==> config.mk <==
export PLATFORM = sky130hd
export DESIGN_NAME = pipe_hazard_ctrl
export DESIGN_NICKNAME = d
export VERILOG_FILES = /design/src/rtl/pipe_ctrl_pkg.sv /design/src/rtl/pipe_fwd_sel.sv /design/src/rtl/pipe_hazard_ctrl.sv
export SDC_FILE = /design/constraint.sdc
export NUM_CORES = 1
export LEC_CHECK = 0
export CAP_MARGIN = 30
export CORE_AREA = 2 2 50 52
export CTS_CLUSTER_SIZE = 12
export DETAILED_ROUTE_END_ITERATION = 8
export DIE_AREA = 0 0 52 54
export GPL_TIMING_DRIVEN = 1
export PLACE_DENSITY = 0.76
export SLEW_MARGIN = 20
export SYNTH_ARGS = -nofsm -noshare
export SYNTH_HDL_FRONTEND = slang
export SYNTH_SLANG_ARGS = --single-unit
==> constraint.sdc <==
create_clock -name i_clk -period 2.1 [get_ports i_clk]
set_input_delay 0.315 -clock i_clk [delete_from_list [all_inputs] [get_ports i_clk]]
set_output_delay 0.315 -clock i_clk [all_outputs]
set_load 0.02 [all_outputs]
==> src/rtl/pipe_ctrl_pkg.sv <==
// Shared encodings for the pipeline hazard controller: forwarding mux selects,
// halt-drain FSM states and the HLT opcode.
package pipe_ctrl_pkg;

    localparam logic [1:0] FWD_REG = 2'b00;
    localparam logic [1:0] FWD_WB  = 2'b01;
    localparam logic [1:0] FWD_MEM = 2'b10;

    localparam logic [3:0] OP_HLT = 4'hF;

    typedef enum logic [1:0] {
        RUN    = 2'd0,
        DRAIN  = 2'd1,
        HALTED = 2'd2
    } state_t;

    // The younger producer (MEM) wins over WB so the newest value is used.
    function automatic logic [1:0] fwd_pick(input logic mem_hit, input logic wb_hit);
        logic [1:0] w_sel;
        if (mem_hit) begin
            w_sel = FWD_MEM;
        end else if (wb_hit) begin
            w_sel = FWD_WB;
        end else begin
            w_sel = FWD_REG;
        end
        return w_sel;
    endfunction

endpackage

==> src/rtl/pipe_fwd_sel.sv <==
// Per-operand forwarding select: compares one EX source register against the
// MEM and WB destinations. R0 is hardwired zero and never forwarded.
module pipe_fwd_sel
    import pipe_ctrl_pkg::*;
#(
    parameter int REG_W = 4
) (
    input  logic [REG_W-1:0] i_src,
    input  logic [REG_W-1:0] i_mem_dst,
    input  logic             i_mem_regwrite,
    input  logic [REG_W-1:0] i_wb_dst,
    input  logic             i_wb_regwrite,
    output logic [1:0]       o_fwd
);

    logic w_src_nz;
    logic w_mem_hit;
    logic w_wb_hit;

    assign w_src_nz  = (i_src != {REG_W{1'b0}});
    assign w_mem_hit = w_src_nz & i_mem_regwrite & (i_mem_dst == i_src);
    assign w_wb_hit  = w_src_nz & i_wb_regwrite & (i_wb_dst == i_src);
    assign o_fwd     = fwd_pick(w_mem_hit, w_wb_hit);

endmodule

==> src/rtl/pipe_hazard_ctrl.sv <==
// Central stall/flush/forward controller for the 5-stage pipeline with halt-drain FSM.
// Optional perf counters (stall_cnt/flush_cnt) enabled by defining PIPE_PERF_CNT_EN.
module pipe_hazard_ctrl
    import pipe_ctrl_pkg::*;
#(
    parameter int REG_W        = 4,
    parameter int DRAIN_CYCLES = 3
`ifdef PIPE_PERF_CNT_EN
    ,
    parameter int CNT_W        = 16
`endif
) (
    input  logic             i_clk,
    input  logic             i_rst,
    input  logic [REG_W-1:0] i_id_src1,
    input  logic [REG_W-1:0] i_id_src2,
    input  logic             i_id_src1_vld,
    input  logic             i_id_src2_vld,
    input  logic             i_id_is_hlt,
    input  logic [REG_W-1:0] i_ex_src1,
    input  logic [REG_W-1:0] i_ex_src2,
    input  logic [REG_W-1:0] i_ex_dst,
    input  logic             i_ex_memtoreg,
    input  logic             i_ex_br_taken,
    input  logic [REG_W-1:0] i_mem_dst,
    input  logic             i_mem_regwrite,
    input  logic [REG_W-1:0] i_wb_dst,
    input  logic             i_wb_regwrite,
    input  logic             i_imem_rdy,
    input  logic             i_dmem_req,
    input  logic             i_dmem_ack,
    output logic             o_pc_wen,
    output logic             o_ifid_wen,
    output logic             o_idex_wen,
    output logic             o_exmem_wen,
    output logic             o_memwb_wen,
    output logic             o_ifid_flush,
    output logic             o_idex_flush,
    output logic             o_memwb_flush,
    output logic [1:0]       o_fwd_a,
    output logic [1:0]       o_fwd_b,
    output logic             o_hlt
`ifdef PIPE_PERF_CNT_EN
    ,
    output logic [CNT_W-1:0] o_stall_cnt,
    output logic [CNT_W-1:0] o_flush_cnt
`endif
);

    localparam int            DW         = (DRAIN_CYCLES > 1) ? $clog2(DRAIN_CYCLES) : 1;
    localparam logic [DW-1:0] DRAIN_LAST = DW'(DRAIN_CYCLES - 1);

    state_t        r_state;
    state_t        w_state_nxt;
    logic [DW-1:0] r_drain_cnt;
    logic [DW-1:0] w_drain_cnt_nxt;

    logic       w_mem_wait;
    logic       w_load_use;
    logic [1:0] w_fwd_a;
    logic [1:0] w_fwd_b;

    assign w_mem_wait = i_dmem_req & ~i_dmem_ack;
    assign w_load_use = i_ex_memtoreg & (i_ex_dst != {REG_W{1'b0}}) &
                        ((i_id_src1_vld & (i_id_src1 == i_ex_dst)) |
                         (i_id_src2_vld & (i_id_src2 == i_ex_dst)));

    pipe_fwd_sel #(.REG_W(REG_W)) u_fwd_a (
        .i_src          (i_ex_src1),
        .i_mem_dst      (i_mem_dst),
        .i_mem_regwrite (i_mem_regwrite),
        .i_wb_dst       (i_wb_dst),
        .i_wb_regwrite  (i_wb_regwrite),
        .o_fwd          (w_fwd_a)
    );

    pipe_fwd_sel #(.REG_W(REG_W)) u_fwd_b (
        .i_src          (i_ex_src2),
        .i_mem_dst      (i_mem_dst),
        .i_mem_regwrite (i_mem_regwrite),
        .i_wb_dst       (i_wb_dst),
        .i_wb_regwrite  (i_wb_regwrite),
        .o_fwd          (w_fwd_b)
    );

    // FSM state and drain counter registers
    always_ff @(posedge i_clk) begin
        if (i_rst) begin
            r_state     <= RUN;
            r_drain_cnt <= {DW{1'b0}};
        end else begin
            r_state     <= w_state_nxt;
            r_drain_cnt <= w_drain_cnt_nxt;
        end
    end

    // Next-state and prioritised stall/flush/forward outputs
    always_comb begin
        w_state_nxt     = r_state;
        w_drain_cnt_nxt = r_drain_cnt;
        o_pc_wen        = 1'b1;
        o_ifid_wen      = 1'b1;
        o_idex_wen      = 1'b1;
        o_exmem_wen     = 1'b1;
        o_memwb_wen     = 1'b1;
        o_ifid_flush    = 1'b0;
        o_idex_flush    = 1'b0;
        o_memwb_flush   = 1'b0;
        o_hlt           = 1'b0;
        o_fwd_a         = w_fwd_a;
        o_fwd_b         = w_fwd_b;

        case (r_state)
            RUN: begin
                // HLT is accepted only when it actually leaves ID this cycle.
                if (i_id_is_hlt & ~w_mem_wait & ~i_ex_br_taken & ~w_load_use) begin
                    w_state_nxt     = DRAIN;
                    w_drain_cnt_nxt = {DW{1'b0}};
                end else begin
                    w_state_nxt = RUN;
                end
            end
            DRAIN: begin
                if (w_mem_wait) begin
                    w_drain_cnt_nxt = r_drain_cnt;
                end else if (r_drain_cnt == DRAIN_LAST) begin
                    w_state_nxt     = HALTED;
                    w_drain_cnt_nxt = {DW{1'b0}};
                end else begin
                    w_drain_cnt_nxt = r_drain_cnt + DW'(1);
                end
            end
            HALTED: begin
                w_state_nxt = HALTED;
            end
            default: begin
                w_state_nxt     = RUN;
                w_drain_cnt_nxt = {DW{1'b0}};
            end
        endcase

        if (i_rst) begin
            o_fwd_a = FWD_REG;
            o_fwd_b = FWD_REG;
        end else if (r_state == HALTED) begin
            o_hlt       = 1'b1;
            o_pc_wen    = 1'b0;
            o_ifid_wen  = 1'b0;
            o_idex_wen  = 1'b0;
            o_exmem_wen = 1'b0;
            o_memwb_wen = 1'b0;
        end else if (w_mem_wait) begin
            o_pc_wen      = 1'b0;
            o_ifid_wen    = 1'b0;
            o_idex_wen    = 1'b0;
            o_exmem_wen   = 1'b0;
            o_memwb_flush = 1'b1;
        end else if (i_ex_br_taken) begin
            o_ifid_flush = 1'b1;
            o_idex_flush = 1'b1;
        end else if ((r_state == DRAIN) | w_load_use) begin
            o_pc_wen     = 1'b0;
            o_ifid_wen   = 1'b0;
            o_idex_flush = 1'b1;
        end else if (~i_imem_rdy) begin
            o_pc_wen     = 1'b0;
            o_ifid_flush = 1'b1;
        end else begin
            o_pc_wen = 1'b1;
        end
    end

`ifdef PIPE_PERF_CNT_EN
    logic             w_halted;
    logic             w_stall_evt;
    logic             w_flush_evt;
    logic [CNT_W-1:0] r_stall_cnt;
    logic [CNT_W-1:0] r_flush_cnt;

    // Events follow the output priority so each cycle is counted once.
    assign w_halted    = (r_state == HALTED);
    assign w_stall_evt = ~w_halted & (w_mem_wait |
                         (~i_ex_br_taken & (r_state != DRAIN) & (w_load_use | ~i_imem_rdy)));
    assign w_flush_evt = ~w_halted & ~w_mem_wait & i_ex_br_taken;
    assign o_stall_cnt = r_stall_cnt;
    assign o_flush_cnt = r_flush_cnt;

    // Saturating performance counters
    always_ff @(posedge i_clk) begin
        if (i_rst) begin
            r_stall_cnt <= {CNT_W{1'b0}};
            r_flush_cnt <= {CNT_W{1'b0}};
        end else begin
            if (w_stall_evt && (r_stall_cnt != {CNT_W{1'b1}})) begin
                r_stall_cnt <= r_stall_cnt + CNT_W'(1);
            end
            if (w_flush_evt && (r_flush_cnt != {CNT_W{1'b1}})) begin
                r_flush_cnt <= r_flush_cnt + CNT_W'(1);
            end
        end
    end
`endif

endmodule
# --- Word level (Yosys, flattened, before mapping) ---
# Index checks and enable logic that the tools add are counted.
word_totals:
  register_bits: 4
  in_bits: 40
op_classes:
  add_sub_neg: 1
  n_eq_ne: 12
  n_mux: 46
  n_bitwise: 23
  n_reduce_logical: 6
ops:
  columns: ["op", "n"]
  rows:
  - ["$mux W1", 35]
  - ["$eq A4 B4 Y1", 6]
  - ["$mux W2", 9]
  - ["$and A1 B1 Y1", 16]
  - ["$pmux W2 S3", 2]
  - ["$reduce_bool A4 Y1", 3]
  - ["$ne A2 B2 Y1 const B", 3]
  - ["$not A1 Y1", 5]
  - ["$eq A2 B2 Y1 const B", 2]
  - ["$reduce_and A3 Y1", 1]
  - ["$add A2 B1 Y2 const B", 1]
  - ["$eq A2 B1 Y1 const B", 1]
  - ["$logic_not A2 Y1", 1]
  - ["$or A1 B1 Y1", 2]
  - ["$reduce_and A2 Y1", 1]

# --- Logic depth before layout (Yosys ltp) ---
depth:
  ltp_word: 10
  ltp_mapped: 7
  depth_no_buf: 7

# --- Modules after synthesis ---
# From an unflattened synthesis, not the netlist that was laid out.
hier_totals:
  cells_unflattened: 97
  hier_area_um2: 772.0
by_module_without_submodules:
  columns: ["module", "n_inst", "cells_each", "area_per_inst_um2"]
  rows:
  - ["pipe_hazard_ctrl", 1, 61, 504.2]
  - ["pipe_fwd_sel", 2, 18, 133.9]

# --- Worst setup path before layout ---
# Ideal clock, no wire load.
synth_path:
  path_type: "input to output"
  from: "input i_ex_dst[0]"
  to: "output o_ifid_flush"
  t_arrival_ps: 1577
  t_required_ps: 1785
  setup_slack_ps: 208
  stages: 4
  n_path_buf: 0
  path_cell_list: "o41ai_1 a21oi_1 or2_2 o21ai_0"
synth_via:
  elab_chain_len: 10
  elab_cells_between_ends: 14
  cone_classes: "eq/ne (2); mux (5); bitwise (6); reduce/logical (1)"
synth_lines:
  columns: ["element", "line", "text"]
  rows:
  - ["start: declaration", "pipe_hazard_ctrl.sv:22", "input logic [REG_W-1:0] i_ex_dst,"]
  - ["$eq A4 B4 Y1, on equally long branches", "pipe_hazard_ctrl.sv:65, pipe_hazard_ctrl.sv:66", null]
  - ["$and A1 B1 Y1, on equally long branches", "pipe_hazard_ctrl.sv:65, pipe_hazard_ctrl.sv:66", null]
  - ["$or A1 B1 Y1", "pipe_hazard_ctrl.sv:65", "((i_id_src1_vld & (i_id_src1 == i_ex_dst)) |"]
  - ["$and A1 B1 Y1 (*)", "pipe_hazard_ctrl.sv:64", "assign w_load_use = i_ex_memtoreg & (i_ex_dst != {REG_W{1'b0}}) &"]
  - ["$or A1 B1 Y1 (*)", "pipe_hazard_ctrl.sv:161", "end else if ((r_state == DRAIN) | w_load_use) begin"]
  - ["$mux W1 (*)", "pipe_hazard_ctrl.sv:161", null]
  - ["$mux W1 (*)", "pipe_hazard_ctrl.sv:158", "end else if (i_ex_br_taken) begin"]
  - ["$mux W1 (*)", "pipe_hazard_ctrl.sv:152", "end else if (w_mem_wait) begin"]
  - ["$mux W1 (*)", "pipe_hazard_ctrl.sv:145", "end else if (r_state == HALTED) begin"]
  - ["$mux W1 (*)", "pipe_hazard_ctrl.sv:142", "if (i_rst) begin"]
  - ["end: declaration", "pipe_hazard_ctrl.sv:37", "output logic o_ifid_flush,"]
# Every way passes the cells marked *; elsewhere a longest branch is shown, timed or not.

# --- Worst setup path in the final report ---
layout_path:
  from: "input i_rst"
  to: "output o_memwb_wen"
layout_via:
  elab_chain_len: 1
layout_lines:
  columns: ["element", "line", "text"]
  rows:
  - ["start: declaration", "pipe_hazard_ctrl.sv:14", "input logic i_rst,"]
  - ["$mux W1", "pipe_hazard_ctrl.sv:142", null]
  - ["end: declaration", "pipe_hazard_ctrl.sv:36", "output logic o_memwb_wen,"]
# No other way between the ends.

==> impl_metrics.csv <==
group,metric,value,unit
run_status,status,"finished, final reports clean",
logic_synthesis,ys_ff_latch,4,
logic_synthesis,part_of_the_yosys_area_used_for_sequential_elements,0.1111,
die,rows,18,
die,core_area,2320,um^2
sta,setup_tns,0,ps
sta,finalWorstSetupSlack,64.55,ps
logic_synthesis,synth_warnings,0,
finish,utilization_after_layout,0.6165,
logic_synthesis,muxShareOfSynthArea,0.01389,
worst_setup_path,timing.critical_path.max_delay_family,"buffers and inverters",
worst_setup_path,critical_path_peak_fanout,4,
pwr,peakVddDrop,0.0001742,V
worst_setup_path,timing_worst_setup_path_type,"in -> out",
worst_setup_path,crit_path_start_kind,"primary input",
placed_design,postPlaceCellArea,1403,um^2
placed_design,gp_congestion,0.8702,
worst_setup_path,critical-path-top-cell-by-count,"clkdlybuf4s50_1",
die,initial_core_util,0.3107,
worst_setup_path,worst_r2r_setup_slack,520,ps
logic_synthesis,yosys.area_share.simple,0.3524,
logic_synthesis,yosys_most_used_dff,"dfxtp_1",
worst_hold_path,min_path_type,"reg -> reg",
pwr,power_density,324.4,nW/um^2
clock_tree,clock_latency,230,ps
logic_synthesis,syn-cell-area,720.7,um^2
drt,via_count,1024,
worst_setup_path,timing.rr.end,"r_state[0]",
clock_tree,tritoncts_num_sinks,4,
sta,maxSlewHeadroom,0.7819,
worst_hold_path,timing.hold.worst_endpoint,"r_drain_cnt[1]",
logic_synthesis,post_synth_num_cell_types,32,
worst_setup_path,critical_path_slowest_stage_cell,"clkdlybuf4s50_1",
logic_synthesis,most_frequent_cells_after_synthesis,"nor3_1 (15), xnor2_1 (14), a21oi_1 (10)",
global_routing,grt_max_degree,8,
worst_setup_path,worstPathBufferInverterCount,3,
die,dieWidth,52,um
global_routing,grt_antenna_before_repair,0,
finish,synthToLayoutAreaGrowth,98.44,%
pwr,post-layout-total-power,463.9,uW
logic_synthesis,postSynthAreaPerCell,7.066,um^2
worst_setup_path,data_required_time_of_the_critical_path,1780,ps
logic_synthesis,synth_compound_gate_area_share,0.1632,
worst_setup_path,maximum_single_stage_delay_on_the_critical_path,610,ps
global_routing,grt_remaining_overflow,0,
clock_tree,cts_tree,"yes",
logic_synthesis,main_combinational_cell_family_by_area_after_synthesis,"simple AND/OR/NAND/NOR gates",
logic_synthesis,synth_top_cells_by_area,"xnor2_1 (17%), dfxtp_1 (11%), nor3_1 (10%)",
drt,dr.pass1.iters,4,
sta,report.final.hold_viol_count,0,
pwr,p_leak,0.0006241,uW
worst_setup_path,critPathCaptureType,"output pin",
worst_hold_path,min_from,"r_drain_cnt[1]",
finish,post_route_cells_drive_above_1_share,0.2286,
logic_synthesis,synthAdderAreaFrac,0.06944,
logic_synthesis,syn-instance-count,102,
finish,antenna_cells,0,
finish,finish.instance_area,1430,um^2
worst_setup_path,r2r.worst_path.cells,7,
clock_tree,cts-buffers-inserted,3,
sta,post-route-period-util,0.9693,
logic_synthesis,synthesized_area_fraction_occupied_by_xor_and_xnor_cells,0.2431,
clock_tree,clk_transition_reported_paths,30,ps
placed_design,io_buffer_count,52,
worst_setup_path,r2r-start,"r_state[0]",
global_routing,vias_in_the_first_global_route,1109,
global_routing,grt_pass1_wl,4140,um
worst_hold_path,min_delay_path_depth,2,
sta,finalSetupViolations,0,
placed_design,preCtsSetupSlack,-640.8,ps
logic_synthesis,async_reset_ff_frac,0,
finish,number_of_filler_cells_placed_in_the_layout,212,
placed_design,place_hpwl,2232,um
drt,route.final.wire_length,2619,um
worst_setup_path,list_of_cells_traversed_by_the_critical_path,"clkdlybuf4s50_1 -> buf_4 -> nand2b_1 -> clkdlybuf4s50_1",
logic_synthesis,netlist.top_cell.by_area,"xnor2_1",
logic_synthesis,yosysMostFrequentCell,"nor3_1",
drt,antenna_violating_nets_post_route,0,
flow_run,max_cap_viol_count,0,
sta,timing.final.crit_period,2035,ps
finish,layout.nets,221,
clock_tree,cts.path.max_buffers,2,
global_routing,grt_usage,0.1949,
die,die_area,2808,um^2
die,io_pins,53,
die,die_height,54,um
drt,wl_per_instance,12.78,um
clock_tree,cts_root_buffer_type,"clkbuf_4",
drt,drc,0,
worst_setup_path,data_arrival_critical_path,1720,ps
sta,clock-skew-final,0.07271,ps
logic_synthesis,edff_count_synth,0,
clock_tree,cts.htree.levels,1,
sta,clock.fmax,491.3,MHz
sta,rsz0062_at_grt,"false",
sta,worst-slew-pin-transition,327.2,ps
logic_synthesis,synth_top_area_share,0.1701,
sta,timing.final.max_slew_violations,0,
logic_synthesis,mappedNetlistNets,146,
drt,vias_per_cell,4.995,
drt,drt_iter0_drc,11,
## worst max path at each step
stage	startpoint	endpoint	cells past startpoint	slack, ps
2_1_floorplan	i_ex_dst[0]	o_ifid_flush	4	210
3_3_place_gp	i_ex_dst[0]	o_ifid_flush	6	-560
3_5_place_dp	i_ex_dst[1]	o_ifid_flush	8	-640
4_1_cts	i_id_src1[3]	o_idex_flush	8	10
5_1_grt	i_ex_dst[1]	o_idex_flush	8	10
6_report	i_rst	o_memwb_wen	4	60
## metrics by stage
step                      instances  hold WS, ps
final                           205        528.6
after global routing            205        545.2
after CTS                       205        534.4
after detailed placement        200        531.2
after global placement          200        515.2
after floorplan                 102        482.1
## repair_timing
item / 4_1_cts / 5_1_grt
pin swaps: 5 / 6
gates resized for setup: 41 / 16
setup endpoints to repair: 11 / 11
buffers inserted: 2 / 0
hold buffers: 0 / 0
## cells by family (layout without fill, tap and decap cells)
kind of cell | after synthesis | in the layout
AND/OR/NAND/NOR | 46 | 46
buffers and inverters | 8 | 81
adder cells (fa/ha/maj) | 4 | 4
multiplexers | 1 | 1
XOR/XNOR | 20 | 20
flip-flops | 4 | 4
AO/OA/AOI/OAI | 19 | 19
## registers in the layout, summed over array words and instances, names as in the netlist
name / count
r_state: 2
r_drain_cnt: 2
## layer usage
layer  global-route usage  vias to the layer above  routed length [um]
met5                    0                        -                   0
met2               0.4705                       44                1537
met4              0.05263                        0                   0
li1                     -                      512                   -
met3              0.02500                        0                 182
met1               0.1494                      468                 899
## cell usage in the layout, fill, tap and decap left out, types with 2 or more instances in the layout
master,instances
nand2_1,3
nand2b_1,2
nor2_1,7
dlymetal6s2s_1,4
inv_1,6
ha_1,4
nor3_2,2
nor3b_1,2
dlygate4sd2_1,10
nor3_1,13
dfxtp_1,4
buf_4,20
nand3_1,3
clkbuf_4,3
clkbuf_2,3
buf_2,4
a21oi_1,9
xnor2_1,14
or3_1,2
xor2_1,6
nand4_1,4
clkdlybuf4s50_1,30
a21oi_2,2
## worst register-to-register path, stage by stage (launching register included)
cell and delay [ps]:
dfxtp_1 300, inv_1 70, buf_4 100, ha_1 160, inv_1 80, or3_1 350
or3_1 330, a21oi_2 120
## layout make-up
cell class	count	area, um^2	area share
timing repair buffer	72	634.4	0.4436
inverter	6	22.52	0.01575
clock buffer	3	22.52	0.01575
multi-input combinational	90	633.1	0.4427
sequential	4	80.08	0.05599
tap	30	37.54	0.02625
## power by group
group / total [uW] / switching, uW / internal [uW]
clock: 90.4 / 26.8 / 63.6
sequential: 101 / 12.7 / 88.3
combinational: 272 / 120 / 153
(Power assumes the default switching activity.)
